**config.mk**
```make
export PLATFORM = sky130hd
export DESIGN_NAME = seg_scan_ctrl
export DESIGN_NICKNAME = d
export VERILOG_FILES = /design/src/rtl/seg_pkg.sv /design/src/rtl/hex_to_seg.sv /design/src/rtl/seg_scan_ctrl.sv
export SDC_FILE = /design/constraint.sdc
export NUM_CORES = 1
export LEC_CHECK = 0
export ABC_AREA = 0
export BUFFER_PORTS_ARGS = -buffer_cell sky130_fd_sc_hd__clkbuf_2
export CELL_PAD_IN_SITES_DETAIL_PLACEMENT = 2
export CELL_PAD_IN_SITES_GLOBAL_PLACEMENT = 2
export CORE_ASPECT_RATIO = 1.75
export CORE_UTILIZATION = 39
export CTS_CLUSTER_SIZE = 16
export DETAILED_ROUTE_END_ITERATION = 8
export GPL_ROUTABILITY_DRIVEN = 0
export MAX_ROUTING_LAYER = met4
export PLACE_DENSITY = 0.8
export SLEW_MARGIN = 0
export SYNTH_ARGS = -nofsm -noshare
export SYNTH_HDL_FRONTEND = slang
export SYNTH_HIERARCHICAL = 1
export SYNTH_SLANG_ARGS = --single-unit
```
**constraint.sdc**
```tcl
create_clock -name clk_in -period 4.3 [get_ports clk_in]
set_input_delay 0 -clock clk_in [delete_from_list [all_inputs] [get_ports clk_in]]
set_output_delay 0 -clock clk_in [all_outputs]
set_load 0.05 [all_outputs]
```
**src/rtl/seg_pkg.sv**
```systemverilog
// rtl/seg_pkg.sv - shared constants and scan-state type for the 7-segment scan controller
package seg_pkg;

    localparam int         DIGIT_W   = 4;
    localparam logic [6:0] SEG_BLANK = 7'b1111111;

    typedef enum logic [1:0] {
        IDLE  = 2'd0,
        BLANK = 2'd1,
        SHOW  = 2'd2
    } scan_state_t;

endpackage

```
**src/rtl/hex_to_seg.sv**
```systemverilog
// rtl/hex_to_seg.sv - hex nibble to active-low 7-segment pattern (bit6 = g, bit0 = a)
module hex_to_seg (
    input  logic       i_rst,
    input  logic [3:0] i_hex,
    output logic [6:0] o_seg
);

    always_comb begin
        o_seg = 7'b1111111;
        if (!i_rst) begin
            case (i_hex)
                4'h0: o_seg = 7'b1000000;
                4'h1: o_seg = 7'b1111001;
                4'h2: o_seg = 7'b0100100;
                4'h3: o_seg = 7'b0110000;
                4'h4: o_seg = 7'b0011001;
                4'h5: o_seg = 7'b0010010;
                4'h6: o_seg = 7'b0000010;
                4'h7: o_seg = 7'b1111000;
                4'h8: o_seg = 7'b0000000;
                4'h9: o_seg = 7'b0010000;
                4'hA: o_seg = 7'b0001000;
                4'hB: o_seg = 7'b0000011;
                4'hC: o_seg = 7'b1000110;
                4'hD: o_seg = 7'b0100001;
                4'hE: o_seg = 7'b0000110;
                default: o_seg = 7'b0001110;
            endcase
        end
    end

endmodule

```
**src/rtl/seg_scan_ctrl.sv**
```systemverilog
// rtl/seg_scan_ctrl.sv - multiplexed common-anode display scanner with frame-aligned value updates
// Optional leading-zero blanking when SEG_LZ_BLANK_EN is defined.
module seg_scan_ctrl
    import seg_pkg::*;
#(
    parameter int NUM_DIGITS   = 4,
    parameter int PRESCALE     = 50000,
    parameter int BLANK_CYCLES = 16
) (
    input  logic                          clk_in,
    input  logic                          rst,
    input  logic                          enable,
    input  logic [DIGIT_W*NUM_DIGITS-1:0] data_in,
    input  logic                          load_valid,
    output logic                          load_ready,
    output logic [6:0]                    seg_out,
    output logic [NUM_DIGITS-1:0]         an_out,
    output logic                          frame_done
);

    localparam int MAXC = (PRESCALE > BLANK_CYCLES) ? PRESCALE : BLANK_CYCLES;
    localparam int CW   = $clog2(MAXC + 1);
    localparam int IW   = (NUM_DIGITS > 1) ? $clog2(NUM_DIGITS) : 1;
    localparam int DW   = DIGIT_W * NUM_DIGITS;

    localparam logic [CW-1:0] SHOW_LAST  = CW'(PRESCALE - 1);
    localparam logic [CW-1:0] BLANK_LAST = CW'(BLANK_CYCLES - 1);
    localparam logic [IW-1:0] IDX_LAST   = IW'(NUM_DIGITS - 1);

    scan_state_t             r_state, w_state_nxt;
    logic [CW-1:0]           r_cnt, w_cnt_nxt;
    logic [IW-1:0]           r_idx, w_idx_nxt;
    logic [DW-1:0]           r_shadow, r_pending, w_shadow_nxt;
    logic                    r_pending_flag;
    logic                    w_boundary, w_wrap, w_accept;
    logic [DIGIT_W-1:0]      w_dec_hex;
    logic [6:0]              w_dec_seg;
    logic                    w_digit_shown;
    logic [NUM_DIGITS-1:0]   w_an_nxt;
    logic [6:0]              w_seg_nxt;
    logic                    w_fd_nxt;

    always_ff @(posedge clk_in or posedge rst) begin
        if (rst) begin
            r_state <= IDLE;
            r_cnt   <= '0;
            r_idx   <= '0;
        end else begin
            r_state <= w_state_nxt;
            r_cnt   <= w_cnt_nxt;
            r_idx   <= w_idx_nxt;
        end
    end

    always_comb begin
        w_state_nxt = r_state;
        w_cnt_nxt   = r_cnt;
        w_idx_nxt   = r_idx;
        w_boundary  = 1'b0;
        w_wrap      = 1'b0;
        case (r_state)
            IDLE: begin
                if (enable) begin
                    w_state_nxt = BLANK;
                    w_cnt_nxt   = '0;
                    w_idx_nxt   = '0;
                    w_boundary  = 1'b1;
                end
            end
            BLANK: begin
                if (!enable) begin
                    w_state_nxt = IDLE;
                    w_cnt_nxt   = '0;
                    w_idx_nxt   = '0;
                end else if (r_cnt == BLANK_LAST) begin
                    w_state_nxt = SHOW;
                    w_cnt_nxt   = '0;
                end else begin
                    w_cnt_nxt = r_cnt + CW'(1);
                end
            end
            SHOW: begin
                if (!enable) begin
                    w_state_nxt = IDLE;
                    w_cnt_nxt   = '0;
                    w_idx_nxt   = '0;
                end else if (r_cnt == SHOW_LAST) begin
                    w_state_nxt = BLANK;
                    w_cnt_nxt   = '0;
                    if (r_idx == IDX_LAST) begin
                        w_idx_nxt  = '0;
                        w_wrap     = 1'b1;
                        w_boundary = 1'b1;
                    end else begin
                        w_idx_nxt = r_idx + IW'(1);
                    end
                end else begin
                    w_cnt_nxt = r_cnt + CW'(1);
                end
            end
            default: begin
                w_state_nxt = IDLE;
                w_cnt_nxt   = '0;
                w_idx_nxt   = '0;
            end
        endcase
    end

    // Decode from next-cycle shadow/idx so seg_out is valid on the very first BLANK cycle.
    assign w_accept     = load_valid && load_ready;
    assign w_shadow_nxt = (w_boundary && r_pending_flag) ? r_pending : r_shadow;
    assign w_dec_hex    = w_shadow_nxt[w_idx_nxt*DIGIT_W +: DIGIT_W];

    hex_to_seg u_hex_to_seg (
        .i_rst (1'b0),
        .i_hex (w_dec_hex),
        .o_seg (w_dec_seg)
    );

`ifdef SEG_LZ_BLANK_EN
    logic [IW-1:0] w_msd;

    always_comb begin
        w_msd = '0;
        for (int i = 1; i < NUM_DIGITS; i++) begin
            if (w_shadow_nxt[i*DIGIT_W +: DIGIT_W] != '0) w_msd = IW'(i);
        end
    end

    assign w_digit_shown = (w_idx_nxt <= w_msd);
`else
    assign w_digit_shown = 1'b1;
`endif

    always_comb begin
        w_an_nxt  = '1;
        w_seg_nxt = SEG_BLANK;
        w_fd_nxt  = w_wrap;
        if (w_state_nxt != IDLE && w_digit_shown) begin
            w_seg_nxt = w_dec_seg;
            if (w_state_nxt == SHOW) w_an_nxt = ~(NUM_DIGITS'(1) << w_idx_nxt);
        end
    end

    always_ff @(posedge clk_in or posedge rst) begin
        if (rst) begin
            an_out     <= '1;
            seg_out    <= SEG_BLANK;
            frame_done <= 1'b0;
        end else begin
            an_out     <= w_an_nxt;
            seg_out    <= w_seg_nxt;
            frame_done <= w_fd_nxt;
        end
    end

    // A load arriving on a boundary cycle always has pending_flag clear, so it waits a full frame.
    always_ff @(posedge clk_in or posedge rst) begin
        if (rst) begin
            r_shadow       <= '0;
            r_pending      <= '0;
            r_pending_flag <= 1'b0;
            load_ready     <= 1'b1;
        end else begin
            r_shadow <= w_shadow_nxt;
            if (w_boundary && r_pending_flag) begin
                r_pending_flag <= 1'b0;
                load_ready     <= 1'b1;
            end
            if (w_accept) begin
                r_pending      <= data_in;
                r_pending_flag <= 1'b1;
                load_ready     <= 1'b0;
            end
        end
    end

endmodule

```
==> run_results.csv, run 1 <==
group,metric,value,unit
status,status,"complete, no violations",
routing,drt-pass1-iter-count,4,
worst_setup_path,worstSetupStartpointType,"flop",
timing,drv_slew,0,
routing,post_drt_wl_per_cell,23.3,um
timing,fin_skew,0.0134,ns
clock_tree,cts_buffer_depth,2,
run,drv_cap,0,
yosys,yosysSeqAreaShare,48.6,%
worst_setup_path,criticalPathCategory,"flop to flop",
worst_hold_path,worstHoldPathType,"input pin to async pin",
yosys,synth_area_leaders,"dfrtp_1, dfstp_2, mux2_2, ha_1, mux2i_1",
floorplanning,die_w,72.9,um
placement,dp_hpwl,6950,um
yosys,synth_warnings,6,
routing,vias,2752,
yosys,yosysMostFrequentCell,"dfrtp_1",
global_route,grt_max_degree,56,
placement,io_buffers,32,
timing,hold_viol_final,0,
yosys,synth_top_area_share,39.4,%
clock_tree,cts_buffers,9,
worst_setup_path,critPathCaptureType,"flop",
layout,area_delta_synth_final,24.1,%
worst_setup_path,timing.rr.end,"seg_out[1]",
layout,layout-drive-gt1-share,28.6,%
worst_setup_path,worst-path-max-fanout,7,
floorplanning,coreArea,0.00842,mm^2
timing,hold_ws,0.143,ns
yosys,synth_top_cells_by_count,"dfrtp_1, mux2_2, nand2_1",
clock_tree,clkTransAtPathRegs,0.06,ns
timing,fin_crit,4.18,ns
layout,fin_cells,499,
timing,post-route-period-util,97.2,%
worst_setup_path,rrSetupSlack,0.12,ns
routing,vias_per_cell,5.52,
worst_setup_path,r2r_cells,13,
routing,antenna_left,0,
timing,rsz0062_at_grt,"no",
clock_tree,clock_sinks,66,
timing,tns,0,ns
global_route,overflow,0,
worst_setup_path,timing.rr.start,"r_cnt[11]",
yosys,synth_top_cell_by_area,"dfrtp_1",
floorplanning,start_util,40.7,%
timing,tightest_slew,0.990,ns
placement,dp.cells,465,
clock_tree,clkLatencyLatePin,0.34,ns
pwr,ir_worst_vdd,0.000359,V
worst_setup_path,arrival,4.44,ns
layout,antennaDiodeCount,0,
yosys,ys_ff_latch,66,
clock_tree,cts_tree,"built",
worst_setup_path,required,4.56,ns
timing,relSlewSlack,33.7,%
floorplanning,io_pins,33,
global_route,track_usage,28.7,%
yosys,synth_cell_types,56,
floorplanning,rows,44,
timing,max_clock_freq,239,MHz
yosys,synth.avg_cell_area,10.8,um^2
yosys,async_flop_share,100,%
yosys,synth_ff_type,"dfrtp_1",
routing,drt_iter0_drc,87,
global_route,grt_pass1_vias,3241,
global_route,grt_pass1_wl,18400,um
floorplanning,dieArea,0.00918,mm^2
timing,finalSetupViolCount,0,
global_route,antenna_found_initial,0,
pwr,power_density,424,mW/mm^2
clock_tree,root_buffer,"clkbuf_16",
yosys,netlist_instances,316,
yosys,synth_edf_count,0,
pwr,p_leak,0.00203,uW
layout,nets,412,
routing,drt_wl_total,11600,um
worst_setup_path,startpoint,"r_cnt[11]",
worst_setup_path,endpoint,"seg_out[1]",
routing,drc_errors,0,
floorplanning,die_h,126,um
yosys,netlist_area,0.00343,mm^2
clock_tree,htree_levels,3,
==> metrics by stage <==
| step | worst slack, ns | util (%) | total power, uW | area [um^2] |
|---|---|---|---|---|
| after floorplan | 0.511 | - | 883 | 3450 |
| after global placement | 0.398 | 44.4 | 959 | 3740 |
| after detailed placement | 0.314 | 44.4 | 971 | 3740 |
| after CTS | 0.147 | 50.4 | 1800 | 4240 |
| after global routing | 0.0305 | 50.5 | 1870 | 4250 |
| final | 0.119 | 50.5 | 1800 | 4250 |
==> worst min-delay path by stage <==
stage                     depth (start not counted)        from         end
after floorplan                                   1  load_valid  load_ready
after global placement                            2         rst  frame_done
after detailed placement                          2         rst  frame_done
after CTS                                         3         rst    r_cnt[2]
after global routing                              3         rst   r_cnt[15]
final                                             3         rst  frame_done
==> layer usage <==
| layer | GRT usage, % | vias to the layer above | routed length (um) |
|---|---|---|---|
| li1 | - | 1243 | - |
| met1 | 27.5 | 1415 | 4030 |
| met2 | 52.9 | 59 | 6870 |
| met3 | 5.60 | 35 | 302 |
| met4 | 14.0 | 0 | 442 |
| met5 | - | - | 0 |
==> cell type report <==
cell class / count / area (um^2)
tap: 115 / 144
inverter: 20 / 75.1
sequential: 66 / 1670
clock buffer: 10 / 239
multi-input combinational: 225 / 1650
clock inverter: 6 / 87.6
fill: 833 / 4170
timing repair buffer: 57 / 393
==> kinds of logic after synthesis <==
group / share of synthesized area (%)
AND/OR/NAND/NOR: 16.5
AO/OA/AOI/OAI: 11.4
adder cells (fa/ha/maj): 4.75
other: 0.109
buffers and inverters: 4.23
multiplexers: 11.8
flip-flops: 48.6
XOR/XNOR: 2.56
==> critical path, cell delays in order, from the launching register on <==
cell and delay [ns]:
dfrtp_1 0.43, nor4_1 0.44, nand3_2 0.25, or3_1 0.39
and3_1 0.29, or2_2 0.37, inv_1 0.16, o211ai_1 0.15
o211ai_1 0.19, inv_1 0.18, ha_1 0.32, or2_1 0.27
a311o_1 0.37, or2_2 0.30
==> placed cells by master, fill, tap and decap left out, types with 3 or more instances in the layout <==
master / n
nand2_1: 21
nor3_1: 4
o211ai_1: 8
nor2_1: 17
nand3_1: 9
a21o_1: 5
or2_2: 9
a21oi_1: 5
o311ai_0: 3
a211o_1: 3
clkbuf_2: 32
nor2b_1: 3
nand4_1: 10
conb_1: 7
or3_1: 7
and3_1: 6
o21ai_0: 9
inv_1: 19
o221ai_1: 4
buf_4: 7
dfstp_2: 12
ha_1: 13
dfrtp_1: 54
xor2_1: 8
clkbuf_16: 9
mux2_2: 24
mux2i_1: 9
dlygate4sd3_1: 18
nand2b_1: 3
==> what timing repair did <==
action | CTS | global route
hold buffers | 18 | 0
setup endpoints to repair | 0 | 1
hold endpoints to repair | 28 | 0
setup buffers | 0 | 0
resized for setup | 0 | 3
==> registers in the layout, summed over array words and instances, names as in the netlist <==
signal / flops
r_cnt: 16
r_pending: 16
load_ready: 1
an_out: 4
r_idx: 2
r_shadow: 16
frame_done: 1
seg_out: 7
r_pending_flag: 1
r_state: 2
==> report_power, final <==
group	switching, uW	internal, uW
clock	300	526
sequential	15.3	662
combinational	210	92.2
total	525	1280
No activity file was read; power rests on OpenSTA's default activity.
==> run 2, diff against run 1 <==
--- a/config.mk
+++ b/config.mk
@@ -15,7 +15,7 @@
 export DETAILED_ROUTE_END_ITERATION = 8
 export GPL_ROUTABILITY_DRIVEN = 0
 export MAX_ROUTING_LAYER = met4
-export PLACE_DENSITY = 0.8
+export PLACE_DENSITY_LB_ADDON = 0.1
 export SLEW_MARGIN = 0
 export SYNTH_ARGS = -nofsm -noshare
 export SYNTH_HDL_FRONTEND = slang
==> run_results.csv, run 2 (synthesis results as in run 1) <==
group,metric,value,unit
status,status,"complete, no violations",
layout,layout_commonest_cell,"dfrtp_1",
layout,nFillCells,874,
clock_tree,htree_levels,3,
routing,vias,2680,
routing,vias_per_cell,5.36,
global_route,met2_usage,47.1,%
clock_tree,ctsHoldBuffers,18,
worst_setup_path,rrSetupSlack,0.26,ns
global_route,grt_max_degree,67,
pwr,pwr-share-comb,17.3,%
layout,area_delta_synth_final,23.0,%
worst_setup_path,r2r_cells,11,
clock_tree,cts_setup_buffers,0,
worst_hold_path,hp-start,"enable",
timing,finalSetupViolCount,0,
clock_tree,cts_tree,"built",
floorplanning,dieArea,0.00918,mm^2
placement,placed_area,0.00374,mm^2
layout,layout-drive-gt1-share,28.1,%
worst_setup_path,required,4.56,ns
worst_hold_path,worstHoldPathType,"input pin to flop",
placement,io_buffers,32,
global_route,overflow,0,
routing,post_drt_wl_per_cell,20.2,um
timing,max_clock_freq,247,MHz
layout,antennaDiodeCount,0,
floorplanning,coreArea,0.00842,mm^2
clock_tree,clock_sinks,66,
timing,relSlewSlack,26.0,%
layout,layout_common_cells,"dfrtp_1, clkbuf_2, mux2_2",
worst_setup_path,critPathCaptureType,"flop",
clock_tree,clkLatencyLatePin,0.34,ns
worst_hold_path,hold_end,"r_pending_flag",
routing,drt-pass1-iter-count,4,
timing,tns,0,ns
worst_setup_path,timing.rr.start,"r_cnt[7]",
layout,nets,413,
pwr,power.share.clock,42.4,%
worst_setup_path,timing.rr.end,"seg_out[1]",
layout,design_area,0.00421,mm^2
pwr,power_frac_seq,40.3,%
routing,drt_iter0_drc,81,
timing,setup_ws,0.255,ns
global_route,track_usage,25.3,%
clock_tree,root_buffer,"clkbuf_16",
global_route,grtUsageMet1,24.6,%
worst_setup_path,arrival,4.30,ns
clock_tree,cts_buffer_depth,2,
pwr,p_sw,500,uW
pwr,ir_worst_vdd,0.000313,V
global_route,grt_pass1_vias,3149,
floorplanning,rows,44,
routing,drc_errors,0,
timing,rsz0062_at_grt,"no",
timing,fin_crit,4.04,ns
clock_tree,cts_buffers,9,
floorplanning,io_pins,33,
routing,drt_wl_total,10100,um
placement,pre_cts_ws,0.292,ns
placement,dp_hpwl,6630,um
layout,reg_top3,"r_cnt x16, r_pending x16, r_shadow x16",
worst_setup_path,criticalPathCategory,"flop to flop",
routing,antenna_left,0,
worst_hold_path,whs_path_depth,4,
clock_tree,cts_resized,0,
global_route,top_usage_layer,"met2",
global_route,grt_pass1_wl,16400,um
floorplanning,die_w,72.9,um
pwr,power_density,398,mW/mm^2
clock_tree,clkTransAtPathRegs,0.06,ns
timing,drv_slew,0,
floorplanning,start_util,40.7,%
worst_setup_path,worst-path-max-fanout,7,
pwr,switching_share,29.8,%
run,drv_cap,0,
timing,fin_skew,0.00773,ns
timing,hold_viol_final,0,
timing,post-route-period-util,94.1,%
pwr,p_int,1180,uW
global_route,grtUsageMet3,4.40,%
pwr,p_leak,0.00200,uW
floorplanning,die_h,126,um
timing,tightest_slew,1.11,ns
worst_setup_path,worstSetupStartpointType,"flop",
global_route,antenna_found_initial,0,
run 2: worst max-delay path, stage by stage (launching register included):
cell	delay, ns
dfrtp_1	0.42
or4_1	0.52
or4_1	0.71
mux2i_4	0.29
or2_1	0.30
o211ai_1	0.22
o211ai_1	0.18
inv_1	0.18
ha_1	0.25
or2_1	0.26
a311o_1	0.34
or2_2	0.29
run 2: how the worst max path moves through the flow:
stage / from / end / slack [ns] / cells past startpoint
final: r_cnt[7] / seg_out[1] / 0.26 / 11
after global routing: r_cnt[0] / seg_out[1] / 0.009 / 13
after CTS: r_cnt[7] / seg_out[6] / 0.27 / 9
after detailed placement: r_cnt[7] / seg_out[6] / 0.29 / 9
after global placement: r_cnt[7] / seg_out[1] / 0.39 / 11
after floorplan: r_cnt[7] / seg_out[1] / 0.51 / 13
run 2: area by class of cell:
type,count,area [um^2],share of cell area (%)
Sequential cell,66,1670,39.5
Multi-Input combinational cell,225,1640,38.9
Timing Repair Buffer,58,400,9.50
Clock buffer,11,253,6.00
Tap cell,115,144,3.41
Inverter,20,75.1,1.78
Clock inverter,5,37.5,0.891
run 2: power groups by stage:
stage	Clock (uW)	Combinational (uW)	Sequential (uW)
finish	711	290	676
global route	756	319	679
CTS	724	294	676
detailed placement	0	278	687
global placement	0	273	686
floorplan	0	125	758
run 2: layer usage:
layer	share of wire (%)	routed length [um]	vias up
li1	-	-	1246
met3	1.7	175	23
met2	59	5960	40
met1	36	3680	1371
met4	2.9	291	0
met5	0	0	-
run 2: stage by stage:
stage	cells	utilization, %	power (uW)	hold slack, ns
floorplan	322	-	883	0.0587
global placement	466	44.4	959	0.162
detailed placement	466	44.4	965	0.176
CTS	500	50.0	1690	0.174
global route	500	50.0	1750	0.231
finish	500	50.0	1680	0.175
==> run 3, diff against run 2 <==
--- a/config.mk
+++ b/config.mk
@@ -10,7 +10,8 @@
 export CELL_PAD_IN_SITES_DETAIL_PLACEMENT = 2
 export CELL_PAD_IN_SITES_GLOBAL_PLACEMENT = 2
 export CORE_ASPECT_RATIO = 1.75
-export CORE_UTILIZATION = 39
+export CORE_UTILIZATION = 40
+export CTS_BUF_LIST = sky130_fd_sc_hd__clkbuf_4 sky130_fd_sc_hd__clkbuf_8
 export CTS_CLUSTER_SIZE = 16
 export DETAILED_ROUTE_END_ITERATION = 8
 export GPL_ROUTABILITY_DRIVEN = 0
==> run_results.csv, run 3 (synthesis results as in run 1) <==
group,metric,value,unit
worst_setup_path,cp_top_family,"simple AND/OR/NAND/NOR gates",
floorplanning,die_h,124,um
layout,layout_common_cells,"dfrtp_1, clkbuf_2, mux2_2",
clock_tree,cts_tree,"built",
worst_setup_path,critPathCaptureType,"flop",
routing,drc_errors,0,
worst_setup_path,rrSetupSlack,0.25,ns
timing,rsz0062_at_grt,"no",
routing,post_drt_wl_per_cell,20.6,um
worst_setup_path,cp_cell_sequence,"inv_1 > ha_1 > and2_1 > nand2_1 > or3_1 > and3_1 > or2_2 > inv_1 > o211ai_1 > o211ai_1 > inv_1 > ha_1 > or2_1 > a311o_1 > or2_2",
global_route,overflow,0,
layout,multi_input_comb_area,0.00164,mm^2
worst_setup_path,criticalPathCategory,"flop to flop",
pwr,p_leak,0.00197,uW
global_route,grt_pass1_vias,3157,
worst_hold_path,worstHoldPathType,"input pin to flop",
layout,antennaDiodeCount,0,
worst_setup_path,cp_common_cell,"inv_1",
worst_setup_path,r2r_cells,15,
placement,pre_cts_ws,0.345,ns
worst_setup_path,slowest_stage,"dfrtp_1",
timing,max_clock_freq,247,MHz
timing,tightest_slew,1.02,ns
layout,reg_top3,"r_cnt x16, r_pending x16, r_shadow x16",
timing,post-route-period-util,94.2,%
layout,layout_commonest_cell,"dfrtp_1",
worst_hold_path,whs_path_depth,4,
worst_setup_path,max_stage_delay,0.43,ns
clock_tree,root_buffer,"clkbuf_8",
global_route,grt_pass1_wl,16900,um
clock_tree,clkTransAtPathRegs,0.08,ns
timing,setup_ws,0.250,ns
timing,relSlewSlack,31.4,%
clock_tree,htree_levels,3,
timing,hold_viol_final,0,
timing,fin_crit,4.05,ns
worst_setup_path,crit_buf_inv,3,
worst_hold_path,hp-start,"enable",
routing,antenna_left,0,
clock_tree,clkLatencyLatePin,0.37,ns
worst_setup_path,timing.rr.end,"seg_out[1]",
layout,layout-drive-gt1-share,28.2,%
floorplanning,rows,44,
layout,nFillCells,875,
floorplanning,coreArea,0.00831,mm^2
floorplanning,dieArea,0.00896,mm^2
worst_setup_path,arrival,4.34,ns
worst_setup_path,worst-path-max-fanout,7,
floorplanning,start_util,41.2,%
worst_setup_path,worstSetupStartpointType,"flop",
global_route,track_usage,26.5,%
pwr,power_density,378,mW/mm^2
placement,dp_hpwl,7110,um
routing,drt-pass1-iter-count,4,
status,status,"complete, no violations",
layout,nets,414,
clock_tree,clock_sinks,66,
layout,area_delta_synth_final,21.3,%
clock_tree,cts_buffer_depth,2,
routing,vias,2694,
run,drv_cap,0,
timing,tns,0,ns
floorplanning,die_w,72.0,um
global_route,antenna_found_initial,0,
routing,drt_iter0_drc,74,
pwr,power,1570,uW
worst_setup_path,timing.rr.start,"r_state[0]",
layout,seq_area,0.00167,mm^2
worst_hold_path,hold_end,"r_pending_flag",
clock_tree,cts_buffers,9,
timing,fin_skew,0.0157,ns
pwr,ir_worst_vdd,0.000306,V
timing,finalSetupViolCount,0,
timing,hold_ws,0.172,ns
routing,vias_per_cell,5.38,
routing,drt_wl_total,10300,um
timing,drv_slew,0,
floorplanning,io_pins,33,
placement,io_buffers,32,
worst_setup_path,required,4.59,ns
global_route,grt_max_degree,42,
## run 3: changes by cell type in the layout (fill, tap and decap cells not counted), sizes merged
cell    change
inv         +1
bufinv      +2
clkinv      -1
clkbuf      -2
buf         +1
## run 3: layout make-up
cell class	instances	area share (%)
well taps	115	3.46
repair buffers	59	9.81
multi-input cells	225	39.4
clock buffers	9	2.98
clock inverters	7	2.44
inverters	20	1.81
flip-flops and latches	66	40.1
## run 3: layer usage
layer	GRT usage, %	wire length (um)	part of all wire, %
met3	4.21	203	2.0
met4	13.5	422	4.1
met5	-	0	0
met2	49.2	6130	59
met1	25.4	3550	34
## run 3: stage by stage
stage / instance area, um^2 / utilization, % / cells
global route: 4160 / 50.0 / 501
global placement: 3750 / 45.1 / 467
detailed placement: 3750 / 45.1 / 467
CTS: 4160 / 50.0 / 501
floorplan: 3450 / - / 322
finish: 4160 / 50.0 / 501
## run 3: worst register-to-register path: stages (launching register included)
cell and delay [ns]:
dfrtp_1 0.43, inv_1 0.10, ha_1 0.29, and2_1 0.34, nand2_1 0.08, or3_1 0.30
and3_1 0.26, or2_2 0.35, inv_1 0.13, o211ai_1 0.12, o211ai_1 0.16, inv_1 0.17
ha_1 0.32, or2_1 0.27, a311o_1 0.36, or2_2 0.30
## run 3: timing repair
item,in CTS,in global routing
gates resized for setup,0,0
hold buffers,18,0
buffers inserted,0,0
setup endpoints to repair,0,0
hold endpoints to repair,37,0
## run 3: worst max-delay path by stage
stage	startpoint	endpoint	slack, ns	cells after the start
after floorplan	r_cnt[7]	seg_out[1]	0.51	13
final	r_state[0]	seg_out[1]	0.25	15
after detailed placement	r_state[0]	seg_out[1]	0.34	15
after global placement	r_cnt[7]	seg_out[5]	0.41	9
after CTS	r_cnt[10]	seg_out[1]	0.32	13
after global routing	r_cnt[10]	seg_out[1]	0.009	13
## run 3: where the power goes
part,leakage [uW],switching [uW],internal [uW],total [uW]
logic,0.000994,197,86.7,284
registers,0.000874,15.8,661,677
clock network,0.000106,279,331,611
